## config.mk

```make
export PLATFORM = sky130hd
export DESIGN_NAME = ixc_osf1_evdrain
export DESIGN_NICKNAME = d
export VERILOG_FILES = /design/src/rtl/ixc_osf1_evdrain.sv
export SDC_FILE = /design/constraint.sdc
export NUM_CORES = 1
export LEC_CHECK = 0
export CORE_MARGIN = 2
export CORE_UTILIZATION = 60
export CTS_CLUSTER_DIAMETER = 80
export DETAILED_ROUTE_END_ITERATION = 8
export PLACE_DENSITY_LB_ADDON = 0.25
export SYNTH_ARGS = -nofsm -noshare
export SYNTH_HDL_FRONTEND = slang
export SYNTH_SLANG_ARGS = --single-unit
```

## constraint.sdc

```tcl
create_clock -name uclk -period 7.11 [get_ports uclk]
set_input_delay 2.133 -clock uclk [delete_from_list [all_inputs] [get_ports uclk]]
set_output_delay 2.133 -clock uclk [all_outputs]
set_load 0.05 [all_outputs]
```

## src/rtl/ixc_osf1_evdrain.sv

```systemverilog
// OSF1 event drain: buffers captured event records and presents them one at a time
// to the host transactor over req/ack, holding stop_req until every event is consumed.
module ixc_osf1_evdrain #(
    parameter int DW          = 32,
    parameter int DEPTH       = 8,
    parameter int ACK_TIMEOUT = 255
) (
    input  logic                   uclk,
    input  logic                   rst_n,
    input  logic                   ev_push,
    input  logic [DW-1:0]          ev_data,
    output logic                   ev_full,
    output logic [$clog2(DEPTH):0] level,
    output logic                   host_req,
    output logic [DW+7:0]          host_data,
    input  logic                   host_ack,
    output logic                   stop_req,
    output logic                   ovf,
    output logic                   timeout_err
);

    localparam int AW = $clog2(DEPTH);
    localparam int CW = AW + 1;
    localparam logic [CW-1:0] DEPTH_C  = CW'(DEPTH);
    localparam logic [7:0]    TMO_LAST = 8'(ACK_TIMEOUT - 1);

    typedef enum logic [1:0] {
        ST_IDLE = 2'd0,
        ST_REQ  = 2'd1,
        ST_HOLD = 2'd2
    } state_t;

    state_t            r_state;
    state_t            w_state_nxt;
    logic [DW-1:0]     r_mem [DEPTH];
    logic [AW-1:0]     r_wr_ptr;
    logic [AW-1:0]     r_rd_ptr;
    logic [CW-1:0]     r_count;
    logic [7:0]        r_seq;
    logic [7:0]        r_tmo;
    logic              r_host_req;
    logic [DW+7:0]     r_host_data;
    logic              r_ovf;
    logic              r_timeout_err;
    logic              w_pop;
    logic              w_push;
    logic              w_drop;
    logic              w_tmo_hit;

    // Next-state decode plus push/pop qualification; a pop frees a slot for a same-cycle push.
    always_comb begin
        w_state_nxt = r_state;
        w_pop       = 1'b0;
        w_tmo_hit   = 1'b0;
        case (r_state)
            ST_IDLE: begin
                if (r_count != {CW{1'b0}}) begin
                    w_pop       = 1'b1;
                    w_state_nxt = ST_REQ;
                end else begin
                    w_state_nxt = ST_IDLE;
                end
            end
            ST_REQ: begin
                if (host_ack) begin
                    w_state_nxt = ST_HOLD;
                end else if (r_tmo == TMO_LAST) begin
                    w_tmo_hit   = 1'b1;
                    w_state_nxt = ST_HOLD;
                end else begin
                    w_state_nxt = ST_REQ;
                end
            end
            ST_HOLD: w_state_nxt = ST_IDLE;
            default: w_state_nxt = ST_IDLE;
        endcase
        w_push = ev_push && ((r_count != DEPTH_C) || w_pop);
        w_drop = ev_push && !w_push;
    end

    // FSM state register.
    always_ff @(posedge uclk or negedge rst_n) begin
        if (!rst_n) begin
            r_state <= ST_IDLE;
        end else begin
            r_state <= w_state_nxt;
        end
    end

    // Buffer storage; contents need no reset since count gates every read.
    always_ff @(posedge uclk) begin
        if (w_push) begin
            r_mem[r_wr_ptr] <= ev_data;
        end
    end

    // Pointers and occupancy; power-of-two depth lets the pointers wrap naturally.
    always_ff @(posedge uclk or negedge rst_n) begin
        if (!rst_n) begin
            r_wr_ptr <= {AW{1'b0}};
            r_rd_ptr <= {AW{1'b0}};
            r_count  <= {CW{1'b0}};
        end else begin
            if (w_push) begin
                r_wr_ptr <= r_wr_ptr + AW'(1);
            end
            if (w_pop) begin
                r_rd_ptr <= r_rd_ptr + AW'(1);
            end
            case ({w_push, w_pop})
                2'b10:   r_count <= r_count + CW'(1);
                2'b01:   r_count <= r_count - CW'(1);
                default: r_count <= r_count;
            endcase
        end
    end

    // Host-side record, sequence number, ack timer and sticky error flags.
    always_ff @(posedge uclk or negedge rst_n) begin
        if (!rst_n) begin
            r_host_req    <= 1'b0;
            r_host_data   <= {(DW+8){1'b0}};
            r_seq         <= 8'd0;
            r_tmo         <= 8'd0;
            r_ovf         <= 1'b0;
            r_timeout_err <= 1'b0;
        end else begin
            r_host_req <= (w_state_nxt == ST_REQ);
            if (w_pop) begin
                r_host_data <= {r_seq, r_mem[r_rd_ptr]};
                r_seq       <= r_seq + 8'd1;
                r_tmo       <= 8'd0;
            end else if ((r_state == ST_REQ) && !host_ack && !w_tmo_hit) begin
                r_tmo <= r_tmo + 8'd1;
            end
            if (w_drop) begin
                r_ovf <= 1'b1;
            end
            if (w_tmo_hit) begin
                r_timeout_err <= 1'b1;
            end
        end
    end

    assign ev_full     = (r_count == DEPTH_C);
    assign level       = r_count;
    assign host_req    = r_host_req;
    assign host_data   = r_host_data;
    assign stop_req    = (r_count != {CW{1'b0}}) | (r_state != ST_IDLE);
    assign ovf         = r_ovf;
    assign timeout_err = r_timeout_err;

endmodule
```

==> metrics.json, run 1 <==
{
  "layout_commonest_cell": {"value": "sky130_fd_sc_hd__edfxtp_1"},
  "fin_tns_setup": {"value": 0, "unit": "ns"},
  "timing.final.crit_share": {"value": 65.93, "unit": "%"},
  "cts_buffer_depth": {"value": 3},
  "netlist-cell-type-count": {"value": 43},
  "synth-main-ff-cell": {"value": "sky130_fd_sc_hd__edfxtp_1"},
  "tritoncts": {"value": "built"},
  "crit_path_kind": {"value": "register to output pin"},
  "synth_seq_area_share": {"value": 74.91, "unit": "%"},
  "sequentialPowerShare": {"value": 40.2, "unit": "%"},
  "drive_gt1_share": {"value": 18.01, "unit": "%"},
  "syn-num-nets": {"value": 721},
  "most-common-layout-cells": {"value": "256 x sky130_fd_sc_hd__edfxtp_1, 83 x sky130_fd_sc_hd__clkdlybuf4s50_1, 76 x sky130_fd_sc_hd__nand2_1"},
  "die_height": {"value": 149.1, "unit": "um"},
  "post-route-drc-count": {"value": 0},
  "start_util": {"value": 60.68, "unit": "%"},
  "buffer_ports.inserted": {"value": 84},
  "drt_pre_antenna_iters": {"value": 5},
  "worstSetupEndpointType": {"value": "output pin"},
  "worstSkewPairLatency": {"value": 0.50, "unit": "ns"},
  "cp_data_arrival_time": {"value": 2.55, "unit": "ns"},
  "die_width": {"value": 149.1, "unit": "um"},
  "largest_net_degree_at_the_start_of_global_routing": {"value": 84},
  "floorplan.core_area": {"value": 20820, "unit": "um2"},
  "boundaryPins": {"value": 85},
  "fp.dieArea": {"value": 22230, "unit": "um2"},
  "synth_async_reset_ratio": {"value": 21.71, "unit": "%"},
  "fmaxAchievable": {"value": 0.2133, "unit": "GHz"},
  "dr_total_vias": {"value": 6341},
  "area.growth.synth_to_final": {"value": 17.89, "unit": "%"},
  "holdCritPathClass": {"value": "register to register"},
  "finalCriticalPeriod": {"value": 4.688, "unit": "ns"},
  "wire_length_of_the_first_global_routing_pass": {"value": 36840, "unit": "um"},
  "grt_setup_unrepaired": {"value": "false"},
  "setup_viol_count_final": {"value": 0},
  "ir_worst_vdd": {"value": 0.2333, "unit": "mV"},
  "outcome": {"value": "complete, no violations"},
  "wire_per_inst": {"value": 21.81, "unit": "um"},
  "gpl.final_weighted_congestion": {"value": 0.8001},
  "clockRootBuffer": {"value": "sky130_fd_sc_hd__clkbuf_16"},
  "route.antenna.remaining_nets": {"value": 0},
  "instance_count_of_the_mapped_netlist": {"value": 677},
  "total_power": {"value": 6.669, "unit": "mW"},
  "final_hold_viol_count": {"value": 0},
  "cts_hold_buf": {"value": 0},
  "worstPathRequired": {"value": 4.98, "unit": "ns"},
  "cts.clk_slew.worst_paths": {"value": 0.06, "unit": "ns"},
  "cap_violations": {"value": 0},
  "routed_via_density": {"value": 5.932},
  "yosys.area.top_type": {"value": "sky130_fd_sc_hd__edfxtp_1"},
  "grt_antenna_before_repair": {"value": 0},
  "clock_sink_count": {"value": 327},
  "crit_fanout": {"value": 9},
  "share_clk_of_total_power": {"value": 26.6, "unit": "%"},
  "number_of_levels_the_h_tree_was_split_into": {"value": 2},
  "finalWirelength": {"value": 23320, "unit": "um"},
  "worstMarginPinSlew": {"value": 1.180, "unit": "ns"},
  "groute.usage.overall": {"value": 21.99, "unit": "%"},
  "cts_inserted_buffers": {"value": 34},
  "vias_in_the_first_global_route": {"value": 6656},
  "dr.first_iter.drc_count": {"value": 479},
  "synth_largest_type_area_fraction": {"value": 60.84, "unit": "%"},
  "maxSlewHeadroom": {"value": 21.17, "unit": "%"},
  "critPathLaunchType": {"value": "register"},
  "post_cts.resized_instances": {"value": 0},
  "yosys-top-cells-area": {"value": "sky130_fd_sc_hd__edfxtp_1 61%, sky130_fd_sc_hd__dfrtp_1 14%, sky130_fd_sc_hd__mux4_2 11%"},
  "leakagePower": {"value": 5.260, "unit": "nW"},
  "global_route.overflow_total": {"value": 0},
  "post_synth_instance_area": {"value": 12630, "unit": "um2"},
  "maximum_clock_skew_at_final_layout": {"value": 0.01393, "unit": "ns"},
  "p_int": {"value": 4.438, "unit": "mW"},
  "layout_nets": {"value": 815},
  "std_cell_rows": {"value": 53},
  "antenna_cells": {"value": 0},
  "synth_edf_count": {"value": 256},
  "yosys_warnings": {"value": 0},
  "yosys_register_bits": {"value": 327},
  "syn-mean-instance-area": {"value": 18.66, "unit": "um2"},
  "final.hold.worst_slack": {"value": 0.4575, "unit": "ns"},
  "final-max-slew-violation-count": {"value": 0},
  "power_switching_share": {"value": 33.46, "unit": "%"},
  "power-per-cell-area": {"value": 447.8, "unit": "nW/um2"},
  "post-dp-hpwl": {"value": 12780, "unit": "um"},
  "power.switching": {"value": 2.231, "unit": "mW"},
  "combinationalPowerShare": {"value": 33.2, "unit": "%"},
  "fill_cells": {"value": 1270},
  "postCtsSetupBuffers": {"value": 0}
}
==> flip-flops by register name, summed over array words and instances (netlist names), 2 cells and up <==
register   flops
level          4
r_state        2
r_rd_ptr       3
r_mem        256
host_data     40
r_wr_ptr       3
r_tmo          8
r_seq          8
==> cells in the mapped netlist (4+ instances only) <==
cell type and instances:
sky130_fd_sc_hd__dfrtp_1 71, sky130_fd_sc_hd__xor2_1 4, sky130_fd_sc_hd__clkbuf_1 8, sky130_fd_sc_hd__inv_1 4, sky130_fd_sc_hd__nand2_1 76, sky130_fd_sc_hd__and2_1 4
sky130_fd_sc_hd__buf_4 7, sky130_fd_sc_hd__o21ai_0 6, sky130_fd_sc_hd__buf_2 17, sky130_fd_sc_hd__nand4_1 6, sky130_fd_sc_hd__mux4_2 64, sky130_fd_sc_hd__o21ai_1 35
sky130_fd_sc_hd__nor3_1 5, sky130_fd_sc_hd__nor2_1 17, sky130_fd_sc_hd__mux2i_1 35, sky130_fd_sc_hd__xnor2_1 11, sky130_fd_sc_hd__nand3_1 9, sky130_fd_sc_hd__ha_1 7
sky130_fd_sc_hd__edfxtp_1 256
==> power groups by stage <==
stage | Clock, mW | Sequential [mW] | Combinational, mW
6_report | 1.77 | 2.68 | 2.21
3_3_place_gp | 0 | 2.69 | 2.18
5_1_grt | 1.88 | 2.72 | 2.39
4_1_cts | 1.80 | 2.69 | 2.24
3_5_place_dp | 0 | 2.72 | 2.23
2_1_floorplan | 0 | 3.08 | 1.23
==> area by class of cell <==
class	instances	area, um2	share of cell area, %
timing repair buffer	90	883.3	5.930
multi-input combinational	314	3050	20.48
tap	275	344.1	2.310
inverter	4	15.01	0.1008
clock buffer	42	942.2	6.325
clock inverter	17	190.2	1.277
sequential	327	9470	63.58
==> cells by family (layout without fill, tap and decap cells) <==
group           count (synthesis)  in the layout  synth area share [%]
xor+xnor                       15             15                 1.040
flops                         327            327                 74.91
compound gates                 55             55                 2.456
simple gates                  135            135                 4.942
mux                           101            101                 14.36
fa+ha+maj                       8              8                0.8516
buf+inv                        36            153                 1.446
==> worst max-delay path, stage by stage (launching register included) <==
cell                              delay (ns)
sky130_fd_sc_hd__dfrtp_1                0.48
sky130_fd_sc_hd__nor3_2                 0.49
sky130_fd_sc_hd__and2_1                 0.25
sky130_fd_sc_hd__clkdlybuf4s50_1        0.84
==> through the flow <==
stage / util [%] / cells / instance area, um2 / worst slack, ns
detailed placement: 66.10 / 1010 / 13760 / 2.241
CTS: 71.54 / 1069 / 14900 / 2.436
floorplan: - / 677 / 12630 / 1.661
global placement: 66.10 / 1010 / 13760 / 2.306
global route: 71.54 / 1069 / 14900 / 2.359
finish: 71.54 / 1069 / 14900 / 2.422
==> per-layer routing <==
layer	up-vias	wire length (um)	global-route usage [%]
met4	0	439	6.333
met3	37	1181	3.884
met1	3274	9408	28.73
met5	-	0	0
li1	2836	-	-
met2	194	12290	38.46
==> final timing paths <==
check / startpoint / depth (start not counted) / slack, ns / end
min in group asynchronous: rst_n / 1 / 1.78 / level[1]
min: ovf / 1 / 0.46 / ovf
min reg2reg: ovf / 1 / 0.46 / ovf
max in group asynchronous: rst_n / 1 / 4.64 / r_rd_ptr[1]
max: level[0] / 3 / 2.42 / ev_full
max reg2reg: r_state[1] / 4 / 4.46 / r_mem[7][22]
Power figures use the tool's default switching activity.
==> run 2, diff against run 1 <==
CORE_UTILIZATION = 58   (was 60)
clock period = 4.8 ns   (was 7.11 ns; I/O delays follow)
==> metrics.json, run 2 (synthesis gave the netlist of run 1 again) <==
{
  "outcome": {"value": "complete, no violations"},
  "setup_viol_count_final": {"value": 0, "change": "unchanged"},
  "floorplan.core_area": {"value": 21220, "unit": "um2", "change": "+1.9%"},
  "final-max-slew-violation-count": {"value": 0, "change": "unchanged"},
  "power_switching_share": {"value": 34.46, "unit": "%", "change": "+1.0 points"},
  "share_clk_of_total_power": {"value": 24.5, "unit": "%", "change": "-2.1 points"},
  "largest_register_ffs": {"value": 256, "change": "unchanged"},
  "min_from": {"value": "ovf"},
  "registers.top_by_ff_count": {"value": "r_mem"},
  "clockRootBuffer": {"value": "sky130_fd_sc_hd__clkbuf_16"},
  "preCtsSetupSlack": {"value": 0.7899, "unit": "ns", "change": "-1.451 ns"},
  "dr.first_iter.drc_count": {"value": 339, "change": "-29%"},
  "route.antenna.remaining_nets": {"value": 0, "change": "unchanged"},
  "antenna_cells": {"value": 0, "change": "unchanged"},
  "routed_via_density": {"value": 5.965, "change": "+0.56%"},
  "number_of_levels_the_h_tree_was_split_into": {"value": 2, "change": "unchanged"},
  "cp_data_arrival_time": {"value": 2.55, "unit": "ns", "change": "about the same"},
  "ff2ff_path_depth": {"value": 8, "change": "+4"},
  "most-common-layout-cells": {"value": "256 x sky130_fd_sc_hd__edfxtp_1, 83 x sky130_fd_sc_hd__clkdlybuf4s50_1, 76 x sky130_fd_sc_hd__nand2_1"},
  "post_cts.resized_instances": {"value": 0, "change": "unchanged"},
  "leakagePower": {"value": 5.218, "unit": "nW", "change": "-0.80%"},
  "finalWirelength": {"value": 23770, "unit": "um", "change": "+1.9%"},
  "cap_violations": {"value": 0, "change": "unchanged"},
  "finalCriticalPeriod": {"value": 3.990, "unit": "ns"},
  "gpl.final_weighted_congestion": {"value": 0.8499, "change": "+6.2%"},
  "tritoncts": {"value": "built"},
  "power.switching": {"value": 3.326, "unit": "mW", "change": "+49%"},
  "drt_pre_antenna_iters": {"value": 4, "change": "-1"},
  "start_util": {"value": 59.54, "unit": "%", "change": "-1.1 points"},
  "combinationalPowerShare": {"value": 32.7, "unit": "%", "change": "-0.5 points"},
  "worst_hold_path.num_cells": {"value": 1, "change": "unchanged"},
  "clock_sink_count": {"value": 327, "change": "unchanged"},
  "worstReg2RegEnd": {"value": "level[3]"},
  "crit_path_kind": {"value": "register to output pin"},
  "timing.final.crit_share": {"value": 83.12, "unit": "%"},
  "layout_commonest_cell": {"value": "sky130_fd_sc_hd__edfxtp_1"},
  "routed-wl-met2": {"value": 12390, "unit": "um", "change": "+0.84%"},
  "dr_total_vias": {"value": 6424, "change": "+1.3%"},
  "post-dp-hpwl": {"value": 13350, "unit": "um", "change": "+4.5%"},
  "hold-path-endpoint": {"value": "ovf"},
  "grt_setup_unrepaired": {"value": "false"},
  "vias_in_the_first_global_route": {"value": 6624, "change": "-0.48%"},
  "critPathLaunchType": {"value": "register"},
  "worstSetupEndpointType": {"value": "output pin"},
  "placedCellCount": {"value": 1016, "change": "+0.59%"},
  "cts_hold_buf": {"value": 0, "change": "unchanged"},
  "fin_tns_setup": {"value": 0, "unit": "ns", "change": "unchanged"},
  "final_hold_viol_count": {"value": 0, "change": "unchanged"},
  "maximum_clock_skew_at_final_layout": {"value": 0.01481, "unit": "ns", "change": "+0.0008777 ns"},
  "worstPathRequired": {"value": 3.36, "unit": "ns", "change": "-1.62 ns"},
  "p_int": {"value": 6.326, "unit": "mW", "change": "+43%"},
  "die_height": {"value": 151.6, "unit": "um", "change": "+1.7%"},
  "crit_fanout": {"value": 9, "change": "unchanged"},
  "fp.dieArea": {"value": 22980, "unit": "um2", "change": "+3.4%"},
  "grt_antenna_before_repair": {"value": 0, "change": "unchanged"},
  "worstMarginPinSlew": {"value": 0.9580, "unit": "ns", "change": "-0.2217 ns"},
  "drt-met1-wl": {"value": 9478, "unit": "um", "change": "+0.74%"},
  "cts_buffer_depth": {"value": 3, "change": "unchanged"},
  "sequentialPowerShare": {"value": 42.7, "unit": "%", "change": "+2.5 points"},
  "wire_length_of_the_first_global_routing_pass": {"value": 36630, "unit": "um", "change": "-0.58%"},
  "die_width": {"value": 151.6, "unit": "um", "change": "+1.7%"},
  "fmaxAchievable": {"value": 0.2507, "unit": "GHz"},
  "total_power": {"value": 9.653, "unit": "mW", "change": "+45%"},
  "regToRegSetupSlack": {"value": 2.19, "unit": "ns", "change": "-2.27 ns"},
  "postCtsSetupBuffers": {"value": 0, "change": "unchanged"},
  "global_route.overflow_total": {"value": 0, "change": "unchanged"},
  "highest-signal-layer": {"value": "met4"},
  "place_area": {"value": 13810, "unit": "um2", "change": "+0.33%"},
  "maxSlewHeadroom": {"value": 36.14, "unit": "%", "change": "+15 points"},
  "worstSkewPairLatency": {"value": 0.50, "unit": "ns", "change": "about the same"},
  "layout.core_utilization": {"value": 69.83, "unit": "%", "change": "-1.7 points"},
  "post-route-drc-count": {"value": 0, "change": "unchanged"},
  "final.hold.worst_slack": {"value": 0.4517, "unit": "ns", "change": "-0.005797 ns"},
  "ir_worst_vdd": {"value": 0.3643, "unit": "mV", "change": "+56%"},
  "wire_per_inst": {"value": 22.07, "unit": "um", "change": "+1.2%"},
  "cts_inserted_buffers": {"value": 34, "change": "unchanged"},
  "fill_cells": {"value": 1329, "change": "+4.6%"},
  "area.growth.synth_to_final": {"value": 17.28, "unit": "%"},
  "power-per-cell-area": {"value": 651.4, "unit": "nW/um2", "change": "+45%"},
  "boundaryPins": {"value": 85, "change": "unchanged"},
  "setup_ws": {"value": 0.8104, "unit": "ns", "change": "-1.612 ns"},
  "largest_net_degree_at_the_start_of_global_routing": {"value": 84, "change": "unchanged"},
  "crit-reg2reg-launch": {"value": "r_state[1]"},
  "cts.clk_slew.worst_paths": {"value": 0.06, "unit": "ns", "change": "about the same"},
  "drive_gt1_share": {"value": 17.71, "unit": "%", "change": "-0.30 points"},
  "groute.usage.overall": {"value": 21.61, "unit": "%", "change": "-0.38 points"},
  "layout_nets": {"value": 821, "change": "+0.74%"},
  "buffer_ports.inserted": {"value": 84, "change": "unchanged"},
  "met3RoutedLength": {"value": 1226, "unit": "um", "change": "+3.8%"},
  "layoutNonFillerInstCount": {"value": 1077, "change": "+0.75%"},
  "final_cell_area": {"value": 14820, "unit": "um2", "change": "-0.52%"},
  "std_cell_rows": {"value": 53, "change": "unchanged"},
  "holdCritPathClass": {"value": "register to register"}
}
## run 2: power groups by stage
stage | Sequential (mW) | Clock (mW) | Combinational [mW]
3_5_place_dp | 4.18 | 0 | 3.15
4_1_cts | 4.13 | 2.42 | 3.20
5_1_grt | 4.19 | 2.53 | 3.40
6_report | 4.12 | 2.37 | 3.16
3_3_place_gp | 4.13 | 0 | 3.08
2_1_floorplan | 4.56 | 0 | 1.82
## run 2: area by class of cell
cell class / instances / area, um2 / share of cell area, %
inverter: 4 / 15.01 / 0.1013
clock inverter: 15 / 82.58 / 0.5573
clock buffer: 46 / 927.1 / 6.257
sequential: 327 / 9470 / 63.91
timing repair buffer: 96 / 928.4 / 6.265
multi-input combinational: 314 / 3050 / 20.59
tap: 275 / 344.1 / 2.322
## run 2: worst max-delay path, stage by stage (launching register included)
cell and delay [ns]:
sky130_fd_sc_hd__dfrtp_1 0.48, sky130_fd_sc_hd__nor3_2 0.52, sky130_fd_sc_hd__and2_1 0.24, sky130_fd_sc_hd__clkdlybuf4s50_1 0.81
## run 2: metal layers
| layer | vias up | global-route usage (%) |
|---|---|---|
| met5 | - | 0 |
| met4 | 0 | 8.472 |
| met3 | 52 | 3.383 |
| met2 | 220 | 37.22 |
| met1 | 3299 | 28.07 |
| li1 | 2853 | - |
## run 2: how the worst max path moves through the flow
stage	from	endpoint	slack, ns
global placement	ev_push	level[3]	0.94
floorplan	ev_push	r_mem[4][0]	0.04
detailed placement	ev_push	level[3]	0.79
finish	level[0]	ev_full	0.81
CTS	level[0]	ev_full	0.82
global route	level[1]	ev_full	0.70
